<file path="src/rtl/password_store.sv">
// Lock password store: combinational digit read port for the validator plus a
// guarded, shadow-buffered "set new password" session committed atomically.
module password_store #(
    parameter logic [15:0] DEFAULT_PW = 16'h0000,
    parameter int          TIMEOUT    = 1000000
) (
    input  logic       CLK,
    input  logic       RST,
    input  logic       unlocked,
    input  logic       set_req,
    input  logic       abort,
    input  logic       digit_valid,
    input  logic [3:0] digit,
    input  logic [1:0] address,
    output logic [3:0] data,
    output logic       setting,
    output logic       set_done,
    output logic       set_error,
    output logic [1:0] dbgState
);

    localparam int TW = $clog2(TIMEOUT + 1);
    localparam logic [TW-1:0] TMAX = TW'(TIMEOUT - 1);

    typedef enum logic [1:0] {
        IDLE   = 2'd0,
        ENTRY  = 2'd1,
        COMMIT = 2'd2
    } state_t;

    state_t        state_q, state_d;
    logic [15:0]   pw_q, pw_d;
    logic [15:0]   shadow_q, shadow_d;
    logic [1:0]    idx_q, idx_d;
    logic [TW-1:0] timer_q, timer_d;
    logic          done_q, done_d;
    logic          err_q, err_d;

    always_ff @(posedge CLK) begin
        if (RST) begin
            state_q  <= IDLE;
            pw_q     <= DEFAULT_PW;
            shadow_q <= 16'h0000;
            idx_q    <= 2'd0;
            timer_q  <= '0;
            done_q   <= 1'b0;
            err_q    <= 1'b0;
        end else begin
            state_q  <= state_d;
            pw_q     <= pw_d;
            shadow_q <= shadow_d;
            idx_q    <= idx_d;
            timer_q  <= timer_d;
            done_q   <= done_d;
            err_q    <= err_d;
        end
    end

    always_comb begin
        state_d  = state_q;
        pw_d     = pw_q;
        shadow_d = shadow_q;
        idx_d    = idx_q;
        timer_d  = timer_q;
        done_d   = 1'b0;
        err_d    = 1'b0;
        case (state_q)
            IDLE: begin
                if (set_req) begin
                    if (unlocked) begin
                        state_d = ENTRY;
                        idx_d   = 2'd0;
                        timer_d = '0;
                    end else begin
                        err_d = 1'b1;
                    end
                end
            end
            ENTRY: begin
                // Cancel conditions outrank digit acceptance in the same cycle.
                if (abort || !unlocked) begin
                    state_d = IDLE;
                    err_d   = 1'b1;
                end else if (digit_valid) begin
                    if (digit > 4'd9) begin
                        state_d = IDLE;
                        err_d   = 1'b1;
                    end else begin
                        shadow_d[{idx_q, 2'b00} +: 4] = digit;
                        timer_d = '0;
                        if (idx_q == 2'd3) begin
                            state_d = COMMIT;
                            done_d  = 1'b1;
                        end else begin
                            idx_d = idx_q + 2'd1;
                        end
                    end
                end else if (timer_q == TMAX) begin
                    state_d = IDLE;
                    err_d   = 1'b1;
                end else begin
                    timer_d = timer_q + TW'(1);
                end
            end
            COMMIT: begin
                pw_d    = shadow_q;
                state_d = IDLE;
            end
            default: state_d = IDLE;
        endcase
    end

    assign data      = pw_q[{address, 2'b00} +: 4];
    assign setting   = (state_q == ENTRY);
    assign set_done  = done_q;
    assign set_error = err_q;
    assign dbgState  = state_q;

endmodule

</file>
<file path="config.mk">
export PLATFORM = sky130hd
export DESIGN_NAME = password_store
export DESIGN_NICKNAME = d
export VERILOG_FILES = /design/src/rtl/password_store.sv
export SDC_FILE = /design/constraint.sdc
export NUM_CORES = 1
export LEC_CHECK = 0
export BUFFER_PORTS_ARGS = -buffer_cell sky130_fd_sc_hd__buf_2
export CAP_MARGIN = 20
export CORE_MARGIN = 4
export CORE_UTILIZATION = 50
export CTS_BUF_LIST = sky130_fd_sc_hd__clkbuf_4
export DETAILED_ROUTE_END_ITERATION = 7
export PLACE_DENSITY = 0.75
export REMOVE_ABC_BUFFERS = 1
export SKIP_LAST_GASP = 1
export SYNTH_ARGS = -nofsm -noshare
export SYNTH_HDL_FRONTEND = slang
export SYNTH_SLANG_ARGS = --single-unit
</file>
<file path="constraint.sdc">
create_clock -name CLK -period 3.1 [get_ports CLK]
set_clock_uncertainty 0.1 [all_clocks]
set_input_delay 0.775 -clock CLK [delete_from_list [all_inputs] [get_ports CLK]]
set_output_delay 0.775 -clock CLK [all_outputs]
set_load 0.05 [all_outputs]
</file>
* After elaboration in Yosys (flattened, before gate mapping)
Index checks and enable logic that the tools add are counted.
** Operators by class
- $add $sub $neg :: 3
- $lt $le $gt $ge :: 1
- Equal/unequal tests :: 14
- Shift-type cells :: 3
- Mux-type cells :: 31
- Bitwise logic cells :: 4
- Reductions and logical operators :: 9
** Operators by type and width (number)
- 2-to-1 mux 20 bit :: 6
- one-hot mux 20 bit (2 select lines) :: 1
- 2-to-1 mux 2 bit :: 13
- adder 20 x 1 -> 20 bit, second input constant :: 1
- equality test 20 bit, second input constant :: 1
- bitwise mux 16 bit :: 1
- variable shift 4 x 6 -> 16 bit, first input constant :: 1
- variable part select 16 x 5 -> 4 bit :: 1
- variable part select 4 x 6 -> 16 bit :: 1
- != test 2 bit, second input constant :: 6
- one-hot mux 2 bit (2 select lines) :: 2
- AND reduction 4 bit :: 2
- 2-to-1 mux 1 bit :: 7
- AND reduction 7 bit :: 1
- != test 3 bit, second input constant :: 2
- negation 4 -> 6 bit :: 1
- AND reduction 6 bit :: 1
- != test 5 x 2 -> 1 bit, second input constant :: 1
- OR reduction 5 bit :: 1
- equality test 2 bit, second input constant :: 2
- > comparator 4 bit, second input constant :: 1
- != test 4 x 2 -> 1 bit, second input constant :: 1
- inverter 1 bit :: 4
- adder 2 x 1 -> 2 bit, second input constant :: 1
- 6 further kinds :: 6
** Word-level totals
- Flip-flop bits (word level) :: 58
- Input port bits :: 12
- Output and inout port bits :: 9

* Longest topological paths before layout
- Word-level depth :: 6
- Mapped depth :: 7

* Least setup slack after synthesis
No wires, ideal clock.
- Path kind :: reg2reg
- Start point :: reg state_q[0], in the netlist dbgState[0]
- End point :: reg timer_q[5]
- Setup time :: 74 ps
- Arrival :: 2188 ps
- Data required time :: 2926 ps
- Setup slack :: 737 ps
- Cell stages (with the launch flop) :: 7
- Clock period less this slack :: 2363 ps
- Path through :: dfxtp_1 > buf_6 > and2b_2 > nand2_2 > or3_1 > or4_1 > a31oi_1
** On the way
- Word-level cells in the longest chain between the ends :: 3
** Ends and longest elaborated chain
- from (decl) :: RTL line 31 : state_t state_q, state_d;
- from (signal assigned) :: RTL line 49 : state_q <= state_d;
- equality test 2 x 1 -> 1 bit (*)
- named net setting :: RTL line 16 : output logic setting,
- != test 3 bit (no line) (tied with other cells)
- AND reduction 6 bit (no line)
- to (signal assigned) :: RTL line 53 : timer_q <= timer_d;
- to (decl) :: RTL line 35 : logic [TW-1:0] timer_q, timer_d;
Mark *: on every way through the listed nets, which the timed path passes. The rest lies on a longest branch.
A chain may end at the register's enable or synchronous reset.

* Final worst setup path
- Start point :: in address[0]
- End point :: out data[2]
** On the way
- Word-level cells in the longest chain between the ends :: 1
** Ends and longest elaborated chain
- from (decl) :: RTL line 14 : input logic [1:0] address,
- variable part select 16 x 5 -> 4 bit :: RTL line 113 : assign data = pw_q[{address, 2'b00} +: 4];
- to (decl) :: RTL line 15 : output logic [3:0] data,
No other way between the ends.

==> impl_metrics.ini <==
[status]
status = finished, final reports clean

[power_and_ir_drop]
p_leak_nw = 1.013
total_power_mw = 1.304
cellPowerDensity_nw_per_um2 = 415.2
ir_drop_mv = 0.2177

[logic_synthesis]
netlist_instances = 341
synthArstFlopShare_pct = 0
synthDistinctLibCells = 62
synth.ff_latch_count = 58
syn-cell-area_um2 = 2902
ys_seq_area_share_pct = 40.02
syn_area_per_cell_um2 = 8.509
synth-edff-count = 0
synth_top_flop_cell = dfxtp_1
yosysWarnings = 0

[worst_setup_path]
end_kind = output port
rr_startpoint = timer_q[0]$_SDFFE_PP0P_
cp-start-kind = input pin
path_class = input pin to output port
r2r_cells = 6
arrival_ns = 1.68
r2r-end = timer_q[10]$_SDFFE_PP0P_
crit_start = address[0]
required_ns = 2.22
rrSetupSlack_ns = 0.91
critPathMaxFanout = 4

[timing]
relSlewSlack_pct = 47.39
fin_tns_setup_ns = 0
hold_viol = 0
maxSlewViolCount = 0
min_period_ns = 2.553
timing.fmax_ghz = 0.3916
hold_slack_ns = 0.3540
setup_viol = 0
fin_crit_sh_pct = 82.37
rsz0062_at_grt = no
worstMarginPinSlew_ns = 0.7892

[grt]
grt_overflow = 0
grt_max_degree = 44
grt_pass1_vias = 2421
grtUsageTotal_pct = 20.18
antenna_found_initial = 0
grt_pass1_wl_mm = 11.68

[hold_path]
hold-path-endpoint = pw_q[5]$_SDFFE_PP0N_
hold_path_depth = 2
min_from = shadow_q[5]$_SDFFE_PP0P_
worstHoldPathType = flop to flop

[die]
core_um2 = 5574
start_util_pct = 52.05
die-height_um = 84.18
die-area_um2 = 7085
num_io_pins = 21
die_width_um = 84.18
rows = 27

[drt]
wl_met1_mm = 3.289
top_layer_used = met4
drtAntennaViolNets = 0
drc_errors = 0
wl_met3_um = 399
routed_wl_mm = 6.768
dr.first_iter.drc_count = 297
vias = 2660
wl_met2_mm = 2.966
viasPerCell = 6.115
wl_per_cell_um = 15.56
first_pass_iters = 5

[layout]
utilization_pct = 56.32
area.growth.synth_to_final_pct = 8.193
n_antenna_cell = 0
layout_commonest_cell = nand2_1
nets = 376
layout-drive-gt1-share_pct = 16.80
stdcell_count = 435
final_cell_mix = 69 x nand2_1, 58 x dfxtp_1, 48 x a21oi_1

[clock_network]
cts.sinks = 58
cts.repair.resized = 0
root_buffer = clkbuf_4
cts_buffers = 9
ctsHoldBuffers = 0
cts_tree = yes
clkLatencyLatePin_ns = 0.40
clk_path_buf_depth = 2
cts_setup_buffers = 0
clk_pin_slew_ns = 0.12
htreeDepth = 3

[place]
routabilityCongestion = 0.8255
dp_hpwl_mm = 4.658
dp_cells = 419
port_buffers = 20

[flow_run]
drv_cap = 0
==> cell type report <==
class | instances | area [um^2]
multi-input cells | 260 | 1627
fillers | 524 | 2435
well taps | 72 | 90.09
clock buffers | 9 | 67.56
flip-flops and latches | 58 | 1161
clock inverters | 7 | 45.04
repair buffers | 24 | 130.1
inverters | 5 | 18.77
==> metal layers <==
layer | GRT usage [%] | vias to the layer above
li1 | - | 1298
met1 | 29.11 | 1266
met2 | 29.56 | 87
met3 | 4.612 | 9
met4 | 7.018 | 0
met5 | 0 | -
==> through the flow <==
| stage | worst slack [ns] | area, um^2 |
|---|---|---|
| 3_5_place_dp | 0.5297 | 3027 |
| 5_1_grt | 0.4939 | 3139 |
| 3_3_place_gp | 0.5661 | 3027 |
| 6_report | 0.5466 | 3139 |
| 4_1_cts | 0.5293 | 3139 |
| 2_1_floorplan | 0.6452 | 2806 |
==> critical path: stages <==
cell,delay [ns]
buf_2,0.16
mux4_2,0.51
buf_2,0.22
==> sequential cells by signal (all words and copies together) (netlist names) <==
register / cells
timer_q: 20
pw_q: 16
shadow_q: 16
dbgState: 2
idx_q: 2
set_done: 1
set_error: 1
==> Yosys cell counts (2+ instances only) <==
cell	instances	area, um^2
nand2_1	69	259.0
dfxtp_1	58	1161
a21oi_1	48	240.2
nand4_1	15	93.84
nor2_1	12	45.04
clkbuf_1	11	41.29
nand3_1	11	55.05
o21ai_0	10	50.05
a31oi_1	7	43.79
a311oi_1	6	52.55
ha_1	6	75.07
or4_1	6	45.04
inv_1	5	18.77
and2_1	4	25.02
mux4_2	4	90.09
nor2b_1	4	25.02
a211oi_1	3	22.52
a41oi_1	3	26.28
buf_4	3	22.52
nand2b_1	3	18.77
nor3b_1	3	22.52
and3_1	2	12.51
and4_1	2	17.52
buf_6	2	22.52
nor3_1	2	10.01
nor4b_2	2	30.03
o21ai_1	2	10.01
o21ai_2	2	17.52
o31ai_1	2	15.01
or3_1	2	12.51
==> cell families after synthesis <==
group | after synthesis | share of synthesized area (%)
fa+ha+maj | 6 | 2.587
flops | 58 | 40.02
mux | 5 | 3.450
buf+inv | 23 | 3.924
simple gates | 153 | 29.28
compound gates | 96 | 20.74
==> how the worst max path moves through the flow <==
stage,end,depth (start not counted)
final,data[2],3
after global routing,data[2],3
after CTS,data[2],3
after detailed placement,data[2],3
after global placement,data[2],3
after floorplan,timer_q[13]$_SDFFE_PP0P_,5
==> report_power, final <==
part           internal [mW]  switching [mW]  leakage, nW  total [mW]
Combinational         0.0299          0.0641        0.490      0.0939
Clock                  0.161           0.297       0.0558       0.459
Sequential             0.747         0.00377        0.467       0.751
Total                  0.938           0.365         1.01        1.30
(Power assumes the default switching activity.)
